### src/rtl/wb_daq_data_disaggregation.sv
// Playback disaggregator: pops 32-bit FIFO words and streams 8/16/32-bit slices to the DAC.
// Optional underrun monitor is compiled in with `define WB_DAQ_DISAGG_UNDERRUN_EN.
module wb_daq_data_disaggregation #(
  parameter int dw     = 32,
  parameter int dac_dw = 32
) (
  input  logic              wb_clk,
  input  logic              wb_rst,
  input  logic              enable,
  input  logic [1:0]        data_width,
  input  logic              fifo_empty,
  input  logic [dw-1:0]     fifo_data,
  output logic              fifo_pop,
  output logic [dac_dw-1:0] dac_data_out,
  output logic              dac_valid,
  input  logic              dac_ready,
  output logic              busy,
  input  logic              underrun_clr,
  output logic              underrun_flag,
  output logic [15:0]       underrun_count
);

  typedef enum logic [1:0] {IDLE, FETCH, SEND} state_t;

  state_t        state;
  logic [dw-1:0] word_q;
  logic [1:0]    idx_q;
  logic [1:0]    width_q;
  logic          can_pop, xfer, last;
  logic [31:0]   slice;

  assign can_pop = enable & ~fifo_empty;
  assign xfer    = dac_valid & dac_ready;
  assign busy    = (state != IDLE);

  // width 3 behaves as 32-bit, so bit 1 alone selects the full word
  always_comb begin
    last = 1'b1;
    if (!width_q[1]) last = width_q[0] ? idx_q[0] : &idx_q;
  end

  always_comb begin
    slice = '0;
    if (width_q[1])      slice        = word_q[31:0];
    else if (width_q[0]) slice[15:0]  = word_q[{idx_q[0], 4'd0} +: 16];
    else                 slice[7:0]   = word_q[{idx_q, 3'd0} +: 8];
  end

  assign dac_data_out = dac_dw'(slice);

  // Pop is combinational so the refill can ride on the last-slice transfer,
  // leaving only the FETCH cycle as the inter-word bubble.
  assign fifo_pop = wb_rst & can_pop &
                    ((state == IDLE) | ((state == SEND) & xfer & last));

  always_ff @(posedge wb_clk or negedge wb_rst) begin
    if (!wb_rst) begin
      state     <= IDLE;
      word_q    <= '0;
      idx_q     <= '0;
      width_q   <= '0;
      dac_valid <= 1'b0;
    end else begin
      case (state)
        IDLE: if (can_pop) state <= FETCH;
        FETCH: begin
          word_q    <= fifo_data;
          width_q   <= data_width;
          idx_q     <= '0;
          dac_valid <= 1'b1;
          state     <= SEND;
        end
        SEND: if (xfer) begin
          if (last) begin
            dac_valid <= 1'b0;
            state     <= can_pop ? FETCH : IDLE;
          end else begin
            idx_q <= idx_q + 2'd1;
          end
        end
        default: state <= IDLE;
      endcase
    end
  end

`ifdef WB_DAQ_DISAGG_UNDERRUN_EN
  logic delivered;
  logic urun;

  assign urun = dac_ready & ~dac_valid & enable & delivered;

  always_ff @(posedge wb_clk or negedge wb_rst) begin
    if (!wb_rst) begin
      delivered      <= 1'b0;
      underrun_flag  <= 1'b0;
      underrun_count <= '0;
    end else begin
      if (!enable)   delivered <= 1'b0;
      else if (xfer) delivered <= 1'b1;
      if (underrun_clr) begin
        underrun_flag  <= 1'b0;
        underrun_count <= '0;
      end else if (urun) begin
        underrun_flag <= 1'b1;
        if (underrun_count != 16'hFFFF) underrun_count <= underrun_count + 16'd1;
      end
    end
  end
`else
  logic unused_clr;
  assign unused_clr     = underrun_clr;
  assign underrun_flag  = 1'b0;
  assign underrun_count = '0;
`endif

endmodule

### config.mk
export PLATFORM = sky130hd
export DESIGN_NAME = wb_daq_data_disaggregation
export DESIGN_NICKNAME = d
export VERILOG_FILES = /design/src/rtl/wb_daq_data_disaggregation.sv
export SDC_FILE = /design/constraint.sdc
export NUM_CORES = 1
export LEC_CHECK = 0
export ABC_AREA = 1
export CAP_MARGIN = 25
export CORE_UTILIZATION = 40
export DETAILED_ROUTE_END_ITERATION = 6
export PLACE_DENSITY = 0.76
export SYNTH_ARGS = -nofsm -noshare
export SYNTH_HDL_FRONTEND = slang
export SYNTH_SLANG_ARGS = --single-unit
### constraint.sdc
create_clock -name wb_clk -period 1.3 [get_ports wb_clk]
set_input_delay 0.26 -clock wb_clk [delete_from_list [all_inputs] [get_ports wb_clk]]
set_output_delay 0.26 -clock wb_clk [all_outputs]
set_load 0.02 [all_outputs]
# --- After elaboration in Yosys (flattened, before gate mapping) ---
# Cells that the tools add are included.
totals:
  reg_bits: 39
  inputBits: 40
  out_inout_bits: 52
  word_cells: 46
classes:
  add_sub_neg: 1
  eq_ne: 6
  shifts: 2
  n_mux: 17
  n_bitwise: 8
  n_reduce_logical: 7
op_table:
  columns: ["cell", "count"]
  rows:
  - ["$mux 16", 2]
  - ["$shiftx 32x6->16", 1]
  - ["$shiftx 32x6->8", 1]
  - ["$mux 8", 2]
  - ["$mux 2", 5]
  - ["$reduce_and 3->1", 3]
  - ["$ne 2x2->1 const B", 4]
  - ["$and 1x1->1", 6]
  - ["$pmux 2 s3", 1]
  - ["$mux 1", 5]
  - ["$pmux 2 s2", 1]
  - ["$reduce_bool 2->1", 2]
  - ["$add 2x1->2 const B", 1]
  - ["$eq 2x1->1 const B", 1]
  - ["$eq 2x2->1 const B", 1]
  - ["$logic_not 2->1", 1]
  - ["$pmux 1 s2", 1]
  - ["$reduce_and 2->1", 1]
  - ["$not 1->1", 1]
  - ["$or 1x1->1", 1]

# --- Logic depth before layout (Yosys ltp) ---
depth:
  ltp_word: 6
  ltp_mapped: 8
  depth_no_buf: 7

# --- Worst setup path before layout ---
# OpenSTA, ideal clock, no wires.
synth_path:
  path_kind: "reg2out"
  startpoint: "reg idx_q[0]"
  endpoint: "out dac_data_out[10]"
  arrival_time_ps: 1194
  required_ps: 1040
  path_slack_ps: -154
  stages_incl_launch_ff: 5
  n_path_buf: 2
  cell_sequence: "dfrtp_1 -> buf_2 -> buf_2 -> o21a_1 -> o22ai_1"
synth_between:
  elab_chain_cells: 3
synth_rtl:
  columns: ["element", "line", "source"]
  rows:
  - ["start: declaration", "27", "logic [1:0] idx_q;"]
  - ["start signal: assignment", "78", "idx_q <= idx_q + 2'd1;"]
  - ["$shiftx 32x6->16", "45", "else if (width_q[0]) slice[15:0] = word_q[{idx_q[0], 4'd0} +: 16];"]
  - ["$mux 8", "45", null]
  - ["$mux 16", "44", "if (width_q[1]) slice = word_q[31:0];"]
  - ["end: declaration", "14", "output logic [dac_dw-1:0] dac_data_out,"]
# No other way between the ends.

# --- Worst setup path after layout ---
layout_path:
  startpoint: "reg idx_q[0]"
  endpoint: "reg state[0]"
layout_between:
  elab_chain_cells: 5
layout_rtl:
  columns: ["element", "line", "source"]
  rows:
  - ["$reduce_and 2->1", "39", "if (!width_q[1]) last = width_q[0] ? idx_q[0] : &idx_q;"]
  - ["$mux 1 * (2 in a row)", "39", null]
  - ["$ne 2x2->1 (no source line) *", null, null]
  - ["$reduce_and 3->1 (no source line) *", null, null]
  - ["end signal: assignment", "76", "state <= can_pop ? FETCH : IDLE;"]
  - ["end: declaration", "25", "state_t state;"]
# Every way passes the cells marked *; elsewhere a longest branch is shown, timed or not.
# A chain may end at the register's enable or synchronous reset.

==> results by group <==
Outcome
  – Outcome: finished, violations left
  – Failing checks: setup timing

STA
  – RSZ-0062 raised after global routing: yes
  – Setup ws final: -0.544 ns
  – Max-Slew Margin vs Limit: 66.4%
  – Slew of the pin with the lowest slew margin: 0.505 ns
  – Final Skew: 0.00812 ns
  – Fin crit period: 1.84 ns
  – Final hold slack: 0.0667 ns
  – Final Hold Fails: 0
  – Final period util: 142%
  – Max-slew violations: 0
  – Endpoints failing setup: 40
  – Max Freq: 542 MHz

Synthesis
  – Most numerous cell in the Yosys netlist: nand2_1
  – Post-Synth Simple-Gate Area: 23.6%
  – Post-Syn Area: 2490 um2
  – EDFF count, synth: 0
  – Commonest cells post-synth: nand2_1 (102), dfrtp_1 (39), inv_1 (27)
  – Cell variety after synth: 25
  – Main synth FF type: dfrtp_1
  – Mux share of post-synthesis cell area: 14.2%
  – Seq/Total Area, Yosys: 39.2%
  – Number of synthesized register bits: 39
  – Ys Warns: 0
  – Synthesized area per cell: 8.18 um2
  – Adder-cell share of the synthesized area: 0.503%
  – Main combinational cell family by area after synthesis: simple AND/OR/NAND/NOR gates
  – Fraction of registers with async set/reset: 100%
  – Synth Area in Compound Gates: 8.40%
  – Synth top area cells: dfrtp_1 (39%), nand2_1 (15%), mux2_4 (11%)
  – Cell count after synthesis: 304
  – Leading area contributor after synthesis: dfrtp_1
  – Post-Synth XOR/XNOR Area: 0%
  – Synth top area share: 39.2%

Worst setup path
  – R2r startpoint: idx_q[0]
  – CP startpoint kind: flop
  – Worst EP arrival: 2.08 ns
  – WP data required: 1.53 ns
  – Crit path capture type: flop
  – Flop-to-flop setup slack: -0.54 ns
  – Crit Path Category: flop to flop
  – CP max FO: 6
  – Critical R2R Capture: state[0]
  – Reg2reg path depth: 12

Hold path
  – Min-delay worst type: input port to async pin

Finish
  – Area Overhead vs Synth: 80.1%
  – Design Area, Final: 4480 um2
  – Fin nets: 484
  – Share of layout cells above drive strength 1: 57.7%
  – FILL cells: 374
  – Layout Cells excl Fill: 519
  – Ant diodes: 0
  – Final core utilization: 75.2%

Die
  – Die Span Y: 80.9 um
  – Die Wd: 80.9 um
  – Initial core utilization: 41.8%
  – Core area: 5960 um2
  – FP Rows: 28
  – Die Area: 6540 um2
  – I/O Pins: 92

Clock network
  – CTS root buf: clkbuf_8
  – H-tree Lvls: 2
  – TritonCTS Buffers: 5
  – CTS Buffer Depth: 2
  – TritonCTS clock tree: built
  – Clk sinks: 39
  – CTS clk-pin slew, worst paths: 0.08 ns
  – Clk Latency, worst-skew pair: 0.30 ns

Routing
  – Drt pass-1 iters: 4
  – Post-DRT Antenna Nets: 0
  – WL/cell: 17.2 um
  – Vias/cell: 5.11
  – # DRC: 0
  – Final wirelength: 8910 um
  – Vias: 2651
  – 1st-iter DRT viols: 173

Pwr
  – Clock group share of total power: 6.6%
  – Pleak: 2.31 nW
  – Power consumption: 0.0128 W
  – Switch share: 45.1%
  – Psw: 0.00577 W
  – Reg power frac: 19.2%
  – Cell internal pwr: 0.00702 W
  – Worst VDD drop: 0.00191 V
  – Power per standard cell area: 2860 nW/um2
  – Logic gate share of total power: 74.2%

Placement
  – Placed Cells: 484
  – Port buffer count: 73
  – Placed Instance Area: 3680 um2
  – RePlAce Congestion: 0.805
  – DPL Wire Length: 4950 um

Global routing
  – Global route overflow: 0
  – Vias in the first global route: 2475
  – Antenna violations before repair: 0
  – Gr usage total: 24.4%
  – Global-route wire length before repair: 11700 um
  – Largest net degree at the start of global routing: 40

Job
  – Max cap viols: 0
stage by stage:
stage                     setup TNS, ns  setup slack [ns]
after floorplan                       0           0.00503
after global placement           -15.45            -0.662
after detailed placement         -16.39            -0.687
after CTS                        -10.95            -0.489
after global routing             -13.18            -0.624
final                            -11.35            -0.544
layer usage:
| layer | vias up | wire length (um) | GRT usage, % |
|---|---|---|---|
| met5 | - | 0 | 0 |
| met4 | 0 | 400 | 12.3 |
| met3 | 31 | 523 | 6.97 |
| met2 | 130 | 4580 | 42.6 |
| met1 | 1282 | 3410 | 26.9 |
| li1 | 1208 | - | - |
sequential cells by signal (all words and copies together), names as in the netlist:
signal / cells
dac_valid: 1
idx_q: 2
state: 2
width_q: 2
word_q: 32
layout make-up:
type | count | area, um2 | area share [%]
tap | 75 | 93.8 | 2.09
inverter | 34 | 150 | 3.35
multi-input combinational | 218 | 1700 | 37.9
clock buffer | 5 | 68.8 | 1.54
clock inverter | 3 | 15.0 | 0.335
sequential | 39 | 981 | 21.9
timing repair buffer | 145 | 1470 | 32.9
power by group through the flow:
stage	logic (W)	registers [W]	clock network, W
6_report	0.00950	0.00246	0.000838
5_1_grt	0.00999	0.00251	0.000882
4_1_cts	0.00806	0.00233	0.000831
3_5_place_dp	0.00727	0.00229	0
3_3_place_gp	0.00711	0.00228	0
2_1_floorplan	0.00455	0.00221	0
what timing repair did:
| action | 4_1_cts | 5_1_grt |
|---|---|---|
| resized for setup | 244 | 99 |
| endpoints found under the hold margin | 0 | 0 |
| pin swaps | 23 | 25 |
| hold buffers | 0 | 0 |
| cloned | 3 | 3 |
| setup endpoints to repair | 37 | 54 |
| setup buffers | 12 | 12 |
worst max-delay path, cell delays in order, from the launching register on:
cell and delay (ns):
dfrtp_2 0.42, buf_12 0.15, ha_4 0.14, nand2_4 0.05, buf_4 0.13, buf_4 0.12
buf_4 0.12, buf_4 0.12, buf_4 0.12, buf_4 0.13, nand3_2 0.05, nand3_1 0.08
nor2_1 0.14
how the worst max path moves through the flow:
stage / startpoint / endpoint
2_1_floorplan: idx_q[0] / dac_data_out[11]
3_3_place_gp: dac_ready / fifo_pop
3_5_place_dp: enable / fifo_pop
4_1_cts: idx_q[0] / dac_data_out[1]
5_1_grt: idx_q[0] / state[0]
6_report: idx_q[0] / state[0]
cell families after synthesis:
logic type	count (synthesis)
and+or+nand+nor	144
buffers and inverters	63
DFF	39
AOI/OAI and AO/OA	31
muxes	25
adders and majority gates	1
other	1
cell usage in the layout (no fill, tap or decap), drive strengths merged:
| cell | n |
|---|---|
| conb | 17 |
| nand2 | 106 |
| dfrtp | 39 |
| clkdlybuf4s50 | 37 |
| nand3 | 17 |
| mux2 | 25 |
| clkinv | 5 |
| a21oi | 12 |
| o21ai | 6 |
| nand4 | 1 |
| nand3b | 2 |
| inv | 32 |
| buf | 105 |
| ha | 1 |
| o22ai | 7 |
| clkbuf | 8 |
| o21a | 6 |
| nor2 | 18 |
(Power assumes the default switching activity.)
